--- config.mk ---
export PLATFORM = sky130hd
export DESIGN_NAME = nx_msg_arbiter
export DESIGN_NICKNAME = d
export VERILOG_FILES = /design/src/rtl/nx_msg_arbiter.sv
export SDC_FILE = /design/constraint.sdc
export NUM_CORES = 1
export LEC_CHECK = 0
export CAP_MARGIN = 20
export CORE_MARGIN = 4
export CORE_UTILIZATION = 45
export CTS_CLUSTER_DIAMETER = 60
export CTS_CLUSTER_SIZE = 8
export DETAILED_ROUTE_END_ITERATION = 12
export DONT_BUFFER_PORTS = 1
export SLEW_MARGIN = 25
export SYNTH_ARGS = -nofsm -noshare
export SYNTH_HDL_FRONTEND = slang
export SYNTH_SLANG_ARGS = --single-unit
--- constraint.sdc ---
create_clock -name clk_i -period 8.3 [get_ports clk_i]
set_input_delay 0.83 -clock clk_i [delete_from_list [all_inputs] [get_ports clk_i]]
set_output_delay 0.83 -clock clk_i [all_outputs]
set_load 0.02 [all_outputs]
--- src/rtl/nx_msg_arbiter.sv ---
// Host-link message arbiter: port 0 has strict priority bounded by a starvation limit,
// ports 1..REQUESTERS-1 share round-robin, packets stay atomic via the per-port last flag.
module nx_msg_arbiter #(
  parameter int unsigned REQUESTERS   = 4,
  parameter int unsigned WIDTH        = 32,
  parameter int unsigned STARVE_LIMIT = 8
) (
  input  logic                          clk_i,
  input  logic                          rstn_i,
  input  logic [REQUESTERS*WIDTH-1:0]   req_data_i,
  input  logic [REQUESTERS-1:0]         req_last_i,
  input  logic [REQUESTERS-1:0]         req_valid_i,
  output logic [REQUESTERS-1:0]         req_ready_o,
  output logic [WIDTH-1:0]              arb_data_o,
  output logic                          arb_last_o,
  output logic [$clog2(REQUESTERS)-1:0] arb_source_o,
  output logic                          arb_valid_o,
  input  logic                          arb_ready_i
);

  localparam int unsigned IdxW = $clog2(REQUESTERS);
  localparam int unsigned StW  = $clog2(STARVE_LIMIT + 1);

  typedef enum logic {StIdle, StLocked} state_e;

  state_e          state_q, state_d;
  logic [IdxW-1:0] lock_id_q, lock_id_d;
  logic [IdxW-1:0] rr_ptr_q, rr_ptr_d;
  logic [StW-1:0]  starve_q, starve_d;

  logic [WIDTH-1:0] out_data_q;
  logic             out_last_q;
  logic [IdxW-1:0]  out_src_q;
  logic             out_valid_q;

  logic             others_valid;
  logic             load;
  logic             rr_found;
  logic [IdxW-1:0]  rr_idx;
  logic [IdxW-1:0]  grant;
  logic             accept;
  logic             acc_last;
  logic [WIDTH-1:0] acc_data;

  assign others_valid = |req_valid_i[REQUESTERS-1:1];
  assign load         = !out_valid_q || arb_ready_i;

  // Cyclic search over ports 1..REQUESTERS-1 starting just after the last served port.
  always_comb begin
    int unsigned start;
    int unsigned cand;
    rr_found = 1'b0;
    rr_idx   = '0;
    cand     = 0;
    if (rr_ptr_q == '0 || 32'(rr_ptr_q) >= REQUESTERS - 1) begin
      start = 1;
    end else begin
      start = 32'(rr_ptr_q) + 1;
    end
    for (int unsigned k = 0; k < REQUESTERS - 1; k++) begin
      cand = start + k;
      if (cand > REQUESTERS - 1) begin
        cand = cand - (REQUESTERS - 1);
      end
      if (!rr_found && req_valid_i[IdxW'(cand)]) begin
        rr_found = 1'b1;
        rr_idx   = IdxW'(cand);
      end
    end
  end

  always_comb begin
    grant = '0;
    if (state_q == StLocked) begin
      grant = lock_id_q;
    end else if (req_valid_i[0] && (starve_q < StW'(STARVE_LIMIT) || !others_valid)) begin
      grant = '0;
    end else if (rr_found) begin
      grant = rr_idx;
    end
  end

  assign accept   = rstn_i && load && req_valid_i[grant];
  assign acc_last = req_last_i[grant];
  assign acc_data = req_data_i[32'(grant)*WIDTH +: WIDTH];

  always_comb begin
    req_ready_o = '0;
    if (accept) begin
      req_ready_o[grant] = 1'b1;
    end
  end

  // Rotation pointer and starvation count only move on the first message of a packet.
  always_comb begin
    state_d   = state_q;
    lock_id_d = lock_id_q;
    rr_ptr_d  = rr_ptr_q;
    starve_d  = starve_q;
    if (accept) begin
      case (state_q)
        StIdle: begin
          if (!acc_last) begin
            state_d   = StLocked;
            lock_id_d = grant;
          end
          if (grant == '0) begin
            if (!others_valid) begin
              starve_d = '0;
            end else if (starve_q < StW'(STARVE_LIMIT)) begin
              starve_d = starve_q + 1'b1;
            end
          end else begin
            rr_ptr_d = grant;
            starve_d = '0;
          end
        end
        StLocked: begin
          if (acc_last) begin
            state_d = StIdle;
          end
        end
        default: state_d = StIdle;
      endcase
    end
  end

  always_ff @(posedge clk_i or negedge rstn_i) begin
    if (!rstn_i) begin
      state_q   <= StIdle;
      lock_id_q <= '0;
      rr_ptr_q  <= '0;
      starve_q  <= '0;
    end else begin
      state_q   <= state_d;
      lock_id_q <= lock_id_d;
      rr_ptr_q  <= rr_ptr_d;
      starve_q  <= starve_d;
    end
  end

  always_ff @(posedge clk_i or negedge rstn_i) begin
    if (!rstn_i) begin
      out_data_q  <= '0;
      out_last_q  <= 1'b0;
      out_src_q   <= '0;
      out_valid_q <= 1'b0;
    end else if (load) begin
      out_valid_q <= accept;
      if (accept) begin
        out_data_q <= acc_data;
        out_last_q <= acc_last;
        out_src_q  <= grant;
      end
    end
  end

  assign arb_data_o   = out_data_q;
  assign arb_last_o   = out_last_q;
  assign arb_source_o = out_src_q;
  assign arb_valid_o  = out_valid_q;

endmodule

==> results.json, run 1 <==
{
  "synth_edf_count": 0,
  "syn_area_um2": 3140,
  "synth-seq-cells": 45,
  "vias_per_cell": 5.64,
  "cts_buffers": 5,
  "synth.area.mux_share_pct": 36.1,
  "drtIter0Drc": 87,
  "cpPeakStageDelay_ps": 770,
  "portBuffers": 0,
  "multiInputGateArea_um2": 1880,
  "critPathRequiredTime_ps": 7470,
  "r2r_cells": 10,
  "synth_area_leaders": "dfrtp_1, mux2i_1, mux2_2",
  "cts_resized": 0,
  "clkTransAtPathRegs_ps": 90,
  "power_density_nw_per_um2": 453,
  "hpwl_um": 5600,
  "hold_violations": 0,
  "syn_nets": 450,
  "r2r-end": "lock_id_q[0]",
  "fmax_ghz": 0.213,
  "skew_ps": 12.2,
  "grt_pass1_wl_um": 11400,
  "antenna_left": 0,
  "post-route-drc-count": 0,
  "rsz0062_at_grt": "false",
  "cts-htree-levels": 2,
  "clock-root-buffer": "clkbuf_8",
  "grt.overflow.total": 0,
  "grt_start_max_net_pins": 83,
  "postCtsHoldBufs": 0,
  "yosysWarnings": 0,
  "cp.arrival_ps": 3870,
  "slew_viol_final": 0,
  "die_x_um": 91.5,
  "vias": 2216,
  "synth_compound_area_share_pct": 13.2,
  "syn_inst": 308,
  "layout_common_cells": "mux2i_1, dfrtp_1, nand2_1",
  "die_h_um": 91.5,
  "fin_nets": 438,
  "clock_sinks": 45,
  "clock_latency_ps": 290,
  "cp-end-kind": "output pin",
  "synth_top_family_by_area": "multiplexers",
  "worst_path_max_delay_cell": "o41a_2",
  "fin_crit_sh_pct": 56.6,
  "start_util_pct": 46.2,
  "dr.pass1.iters": 4,
  "layout_commonest_cell": "mux2i_1",
  "setup.worst_path.start_class": "register",
  "routed_wl_um": 7340,
  "synthFlopType": "dfrtp_1",
  "die-area_um2": 8370,
  "setup_viol": 0,
  "path_max_fanout": 37,
  "path_cells": "inv_1, ha_1, mux4_2, a211oi_2, o41a_2, nand2_1, a311o_2, nor3_1",
  "place_congestion": 0.836,
  "ios": 179,
  "n_antenna_cell": 0,
  "r2r_setup_slack_ps": 3960,
  "clockBufferDepth": 2,
  "synthAdderAreaFrac_pct": 1.20,
  "netlist.area_leader.share_pct": 35.9,
  "post_cts_buffers": 0,
  "area_growth_pct": 4.11,
  "wire_per_inst_um": 18.7,
  "grt_pass1_vias": 2260,
  "async_flop_share_pct": 100,
  "worst_pin_slew_ps": 817,
  "cts_tree": "done",
  "coreArea_um2": 6790,
  "synth_largest_area_cell": "dfrtp_1",
  "period_minus_slack_ps": 4700,
  "relSlewSlack_pct": 45.5,
  "drive_gt1_share_pct": 18.2,
  "netlist-cell-type-count": 41,
  "drv_cap": 0,
  "hp-class": "input pin to async pin",
  "status": "complete, no violations",
  "synth_seq_area_share_pct": 35.9,
  "ir_worst_vdd_mv": 0.287,
  "r2r_start": "rr_ptr_q[0]",
  "p_leak_nw": 1.64,
  "synth-xor-area-share_pct": 0,
  "crit_type": "register to output pin",
  "tns_ps": 0,
  "grt_antenna_before_repair": 0,
  "rows": 30,
  "synthSimpleGateAreaFrac_pct": 9.13,
  "syn_avg_cell_area_um2": 10.2,
  "filler_cell_count": 652,
  "hold_ws_ps": 223,
  "utilization_pct": 48.1,
  "track_usage_pct": 17.0,
  "regArea_um2": 1130
}
==> synthesized netlist by cell type (all sizes together) (2+ instances only) <==
cell	count
a31oi	2
o21ai	42
and2	3
a21o	2
a311o	2
inv	4
o31ai	2
ha	3
or4	2
nand2	42
dfrtp	45
or3	3
mux4	2
buf	15
clkbuf	7
mux2i	67
nor2	3
nor3	8
mux2	37
==> stage by stage <==
step / setup WS, ps / area [um^2] / power, mW / cells
3_3_place_gp: 3930 / 3160 / 1.33 / 384
4_1_cts: 3550 / 3240 / 1.49 / 392
6_report: 3600 / 3270 / 1.48 / 393
3_5_place_dp: 3820 / 3160 / 1.35 / 384
2_1_floorplan: 4200 / 3140 / 1.23 / 308
5_1_grt: 3340 / 3270 / 1.60 / 393
==> critical path, delay by kind of cell (launching register included) <==
kind | cells | cell delay (ps)
AO/OA/AOI/OAI | 3 | 1540
adder cells (fa/ha/maj) | 1 | 410
buffers and inverters | 1 | 50
flip-flops | 1 | 370
multiplexers | 1 | 590
AND/OR/NAND/NOR | 2 | 630
==> logic make-up (layout without fill, tap and decap cells) <==
kind of cell / Yosys count / after routing
AOI/OAI and AO/OA: 63 / 63
adders and majority gates: 3 / 3
buffers and inverters: 26 / 15
DFF: 45 / 45
muxes: 106 / 106
and+or+nand+nor: 65 / 65
==> area by class of cell <==
class / instances / area share, %
tap: 96 / 3.68
inverter: 4 / 0.460
clock inverter: 2 / 0.307
clock buffer: 6 / 2.22
sequential: 45 / 34.5
timing repair buffer: 3 / 1.30
multi-input combinational: 237 / 57.5
==> routing by layer <==
| metal | wire length (um) | track usage [%] | up-vias |
|---|---|---|---|
| li1 | - | - | 1105 |
| met1 | 2870 | 20.1 | 1011 |
| met2 | 3820 | 29.1 | 91 |
| met3 | 563 | 6.21 | 9 |
| met4 | 76 | 4.27 | 0 |
| met5 | 0 | 0 | - |
==> report_power, final <==
| group | internal, mW | switching, mW |
|---|---|---|
| Sequential | 0.323 | 0.187 |
| Clock | 0.0585 | 0.0722 |
| Combinational | 0.407 | 0.430 |
| Total | 0.789 | 0.689 |
==> worst max-delay path by stage <==
stage | start | endpoint | slack (ps) | depth (start not counted)
2_1_floorplan | req_valid_i[3] | req_ready_o[0] | 4200 | 10
3_3_place_gp | rr_ptr_q[0] | lock_id_q[0] | 3930 | 10
3_5_place_dp | rr_ptr_q[0] | lock_id_q[0] | 3820 | 10
4_1_cts | rr_ptr_q[0] | req_ready_o[2] | 3550 | 8
5_1_grt | rr_ptr_q[0] | req_ready_o[2] | 3340 | 8
6_report | rr_ptr_q[0] | req_ready_o[0] | 3600 | 8
==> state kept, by name, indices dropped and copies added (netlist names) <==
signal / flops
arb_data_o: 32
arb_last_o: 1
arb_source_o: 2
arb_valid_o: 1
lock_id_q: 2
rr_ptr_q: 2
starve_q: 4
state_q: 1
Power figures use the tool's default switching activity.
==> run 2: changes to the inputs <==
Clock period 8.3 ns to 4.75 ns, I/O delays scaled along.
==> run 2 against run 1 <==
Via count grew 3.4%. Clock skew shrank 8.3 ps. Setup slack lost 2900 ps. Sequential power grew 75%. Routed wire length shrank 0.68%. Critical path depth is the same. Clock power grew 130%. Largest cell class unchanged. Highest routed layer unchanged.
==> results.json, run 2 (synthesis results as in run 1) <==
{
  "status": "complete, no violations",
  "filler_cell_count": 659,
  "r2r-end": "starve_q[1]",
  "skew_ps": 3.87,
  "relSlewSlack_pct": 32.3,
  "hold_violations": 0,
  "path_max_fanout": 32,
  "layout_common_cells": "mux2i_1, dfrtp_1, nand2_1",
  "cts-htree-levels": 2,
  "grt_pass1_vias": 2366,
  "tns_ps": 0,
  "clock_sinks": 45,
  "drv_cap": 0,
  "clkTransAtPathRegs_ps": 80,
  "track_usage_pct": 17.2,
  "grt_pass1_wl_um": 11600,
  "post-route-drc-count": 0,
  "fin_nets": 444,
  "cp-end-kind": "output pin",
  "largest_reg_flops": 32,
  "ir_worst_vdd_mv": 0.312,
  "n_antenna_cell": 0,
  "die_x_um": 91.5,
  "ios": 179,
  "rsz0062_at_grt": "false",
  "critPathRequiredTime_ps": 4280,
  "fin_area_um2": 3340,
  "period_minus_slack_ps": 4050,
  "drive_gt1_share_pct": 19.8,
  "p_leak_nw": 1.68,
  "grt_start_max_net_pins": 67,
  "routed_wl_um": 7290,
  "clkPwrFrac_pct": 11.3,
  "wire_per_inst_um": 18.3,
  "comb_power_share_pct": 55.2,
  "vias": 2291,
  "portBuffers": 0,
  "place_congestion": 0.783,
  "cp.arrival_ps": 3570,
  "die_h_um": 91.5,
  "r2r_cells": 9,
  "fin_crit_sh_pct": 85.2,
  "power_frac_seq_pct": 33.5,
  "area_growth_pct": 6.62,
  "r2r_setup_slack_ps": 890,
  "p_sw_mw": 1.20,
  "worst_pin_slew_ps": 1020,
  "vias_per_cell": 5.74,
  "setup_viol": 0,
  "grt.overflow.total": 0,
  "placed_area_um2": 3200,
  "power_density_nw_per_um2": 794,
  "cts_buffers": 5,
  "hpwl_um": 5670,
  "hp-class": "input pin to async pin",
  "p_int_mw": 1.46,
  "slew_viol_final": 0,
  "cts_tree": "done",
  "die-area_um2": 8370,
  "crit_type": "register to output pin",
  "grt_antenna_before_repair": 0,
  "drtIter0Drc": 99,
  "setup.worst_path.start_class": "register",
  "p_sw_share_pct": 45.2,
  "coreArea_um2": 6790,
  "clock-root-buffer": "clkbuf_8",
  "layout_commonest_cell": "mux2i_1",
  "r2r_start": "rr_ptr_q[1]",
  "rows": 30,
  "start_util_pct": 46.2,
  "dr.pass1.iters": 4,
  "fmax_ghz": 0.247,
  "antenna_left": 0,
  "clockBufferDepth": 2,
  "clock_latency_ps": 300
}
==> run 2: changes by cell type in the layout (fill, tap and decap cells not counted) <==
cell / previous run / this run
clkinv_2: 2 / 0
clkbuf_8: 5 / 6
buf_4: 2 / 8
bufinv_16: 0 / 1
==> run 2: worst max-delay path, cell delays in order (launching register included) <==
cell and delay [ps]:
dfrtp_1 410, ha_1 410, mux4_2 580, o21a_1 180
or4_1 570, a222oi_1 320, a311o_2 510, nor3_1 90
buf_4 200
==> run 2: cell type report <==
cell class	count	area [um^2]	share of cell area, %
multi-input cells	237	1880	56.2
clock inverters	1	30.0	0.898
well taps	96	120	3.59
repair buffers	9	87.6	2.62
flip-flops and latches	45	1130	33.7
clock buffers	7	86.3	2.58
inverters	4	15.0	0.449
==> run 2: worst max-delay path by stage <==
| stage | startpoint | to | depth (start not counted) |
|---|---|---|---|
| floorplan | rr_ptr_q[0] | req_ready_o[0] | 11 |
| global placement | rr_ptr_q[0] | starve_q[1] | 10 |
| detailed placement | rr_ptr_q[0] | starve_q[1] | 10 |
| CTS | rr_ptr_q[0] | req_ready_o[1] | 9 |
| global route | rr_ptr_q[1] | req_ready_o[1] | 8 |
| finish | rr_ptr_q[1] | req_ready_o[1] | 8 |
==> run 2: power groups by stage <==
stage | logic [mW] | clock network [mW] | registers [mW]
after floorplan | 1.31 | 0 | 0.838
final | 1.47 | 0.299 | 0.891
after global placement | 1.45 | 0 | 0.904
after global routing | 1.64 | 0.326 | 0.916
after detailed placement | 1.48 | 0 | 0.906
after CTS | 1.49 | 0.308 | 0.900
==> run 2: repair_timing <==
item,4_1_cts,5_1_grt
endpoints found under the setup margin,0,0
resized for setup,0,0
hold buffers,1,0
hold endpoints to repair,45,0
buffers inserted,0,0
==> run 2: per-stage QoR <==
step / setup slack [ps] / hold WS (ps) / util [%] / power (mW) / cells
after floorplan: 1140 / 179 / - / 2.15 / 308
after global placement: 987 / 181 / 47.1 / 2.35 / 390
after detailed placement: 861 / 181 / 47.1 / 2.38 / 390
after CTS: 657 / 19.2 / 49.2 / 2.70 / 399
after global routing: 361 / 20.2 / 49.2 / 2.89 / 399
final: 704 / 11.0 / 49.2 / 2.66 / 399
==> run 2: routing by layer <==
metal	GRT usage, %	wire length [um]	vias to the layer above
met3	5.22	518	10
met1	21.3	2890	1070
met4	3.39	93	0
li1	-	-	1116
met5	0	0	-
met2	29.5	3790	95
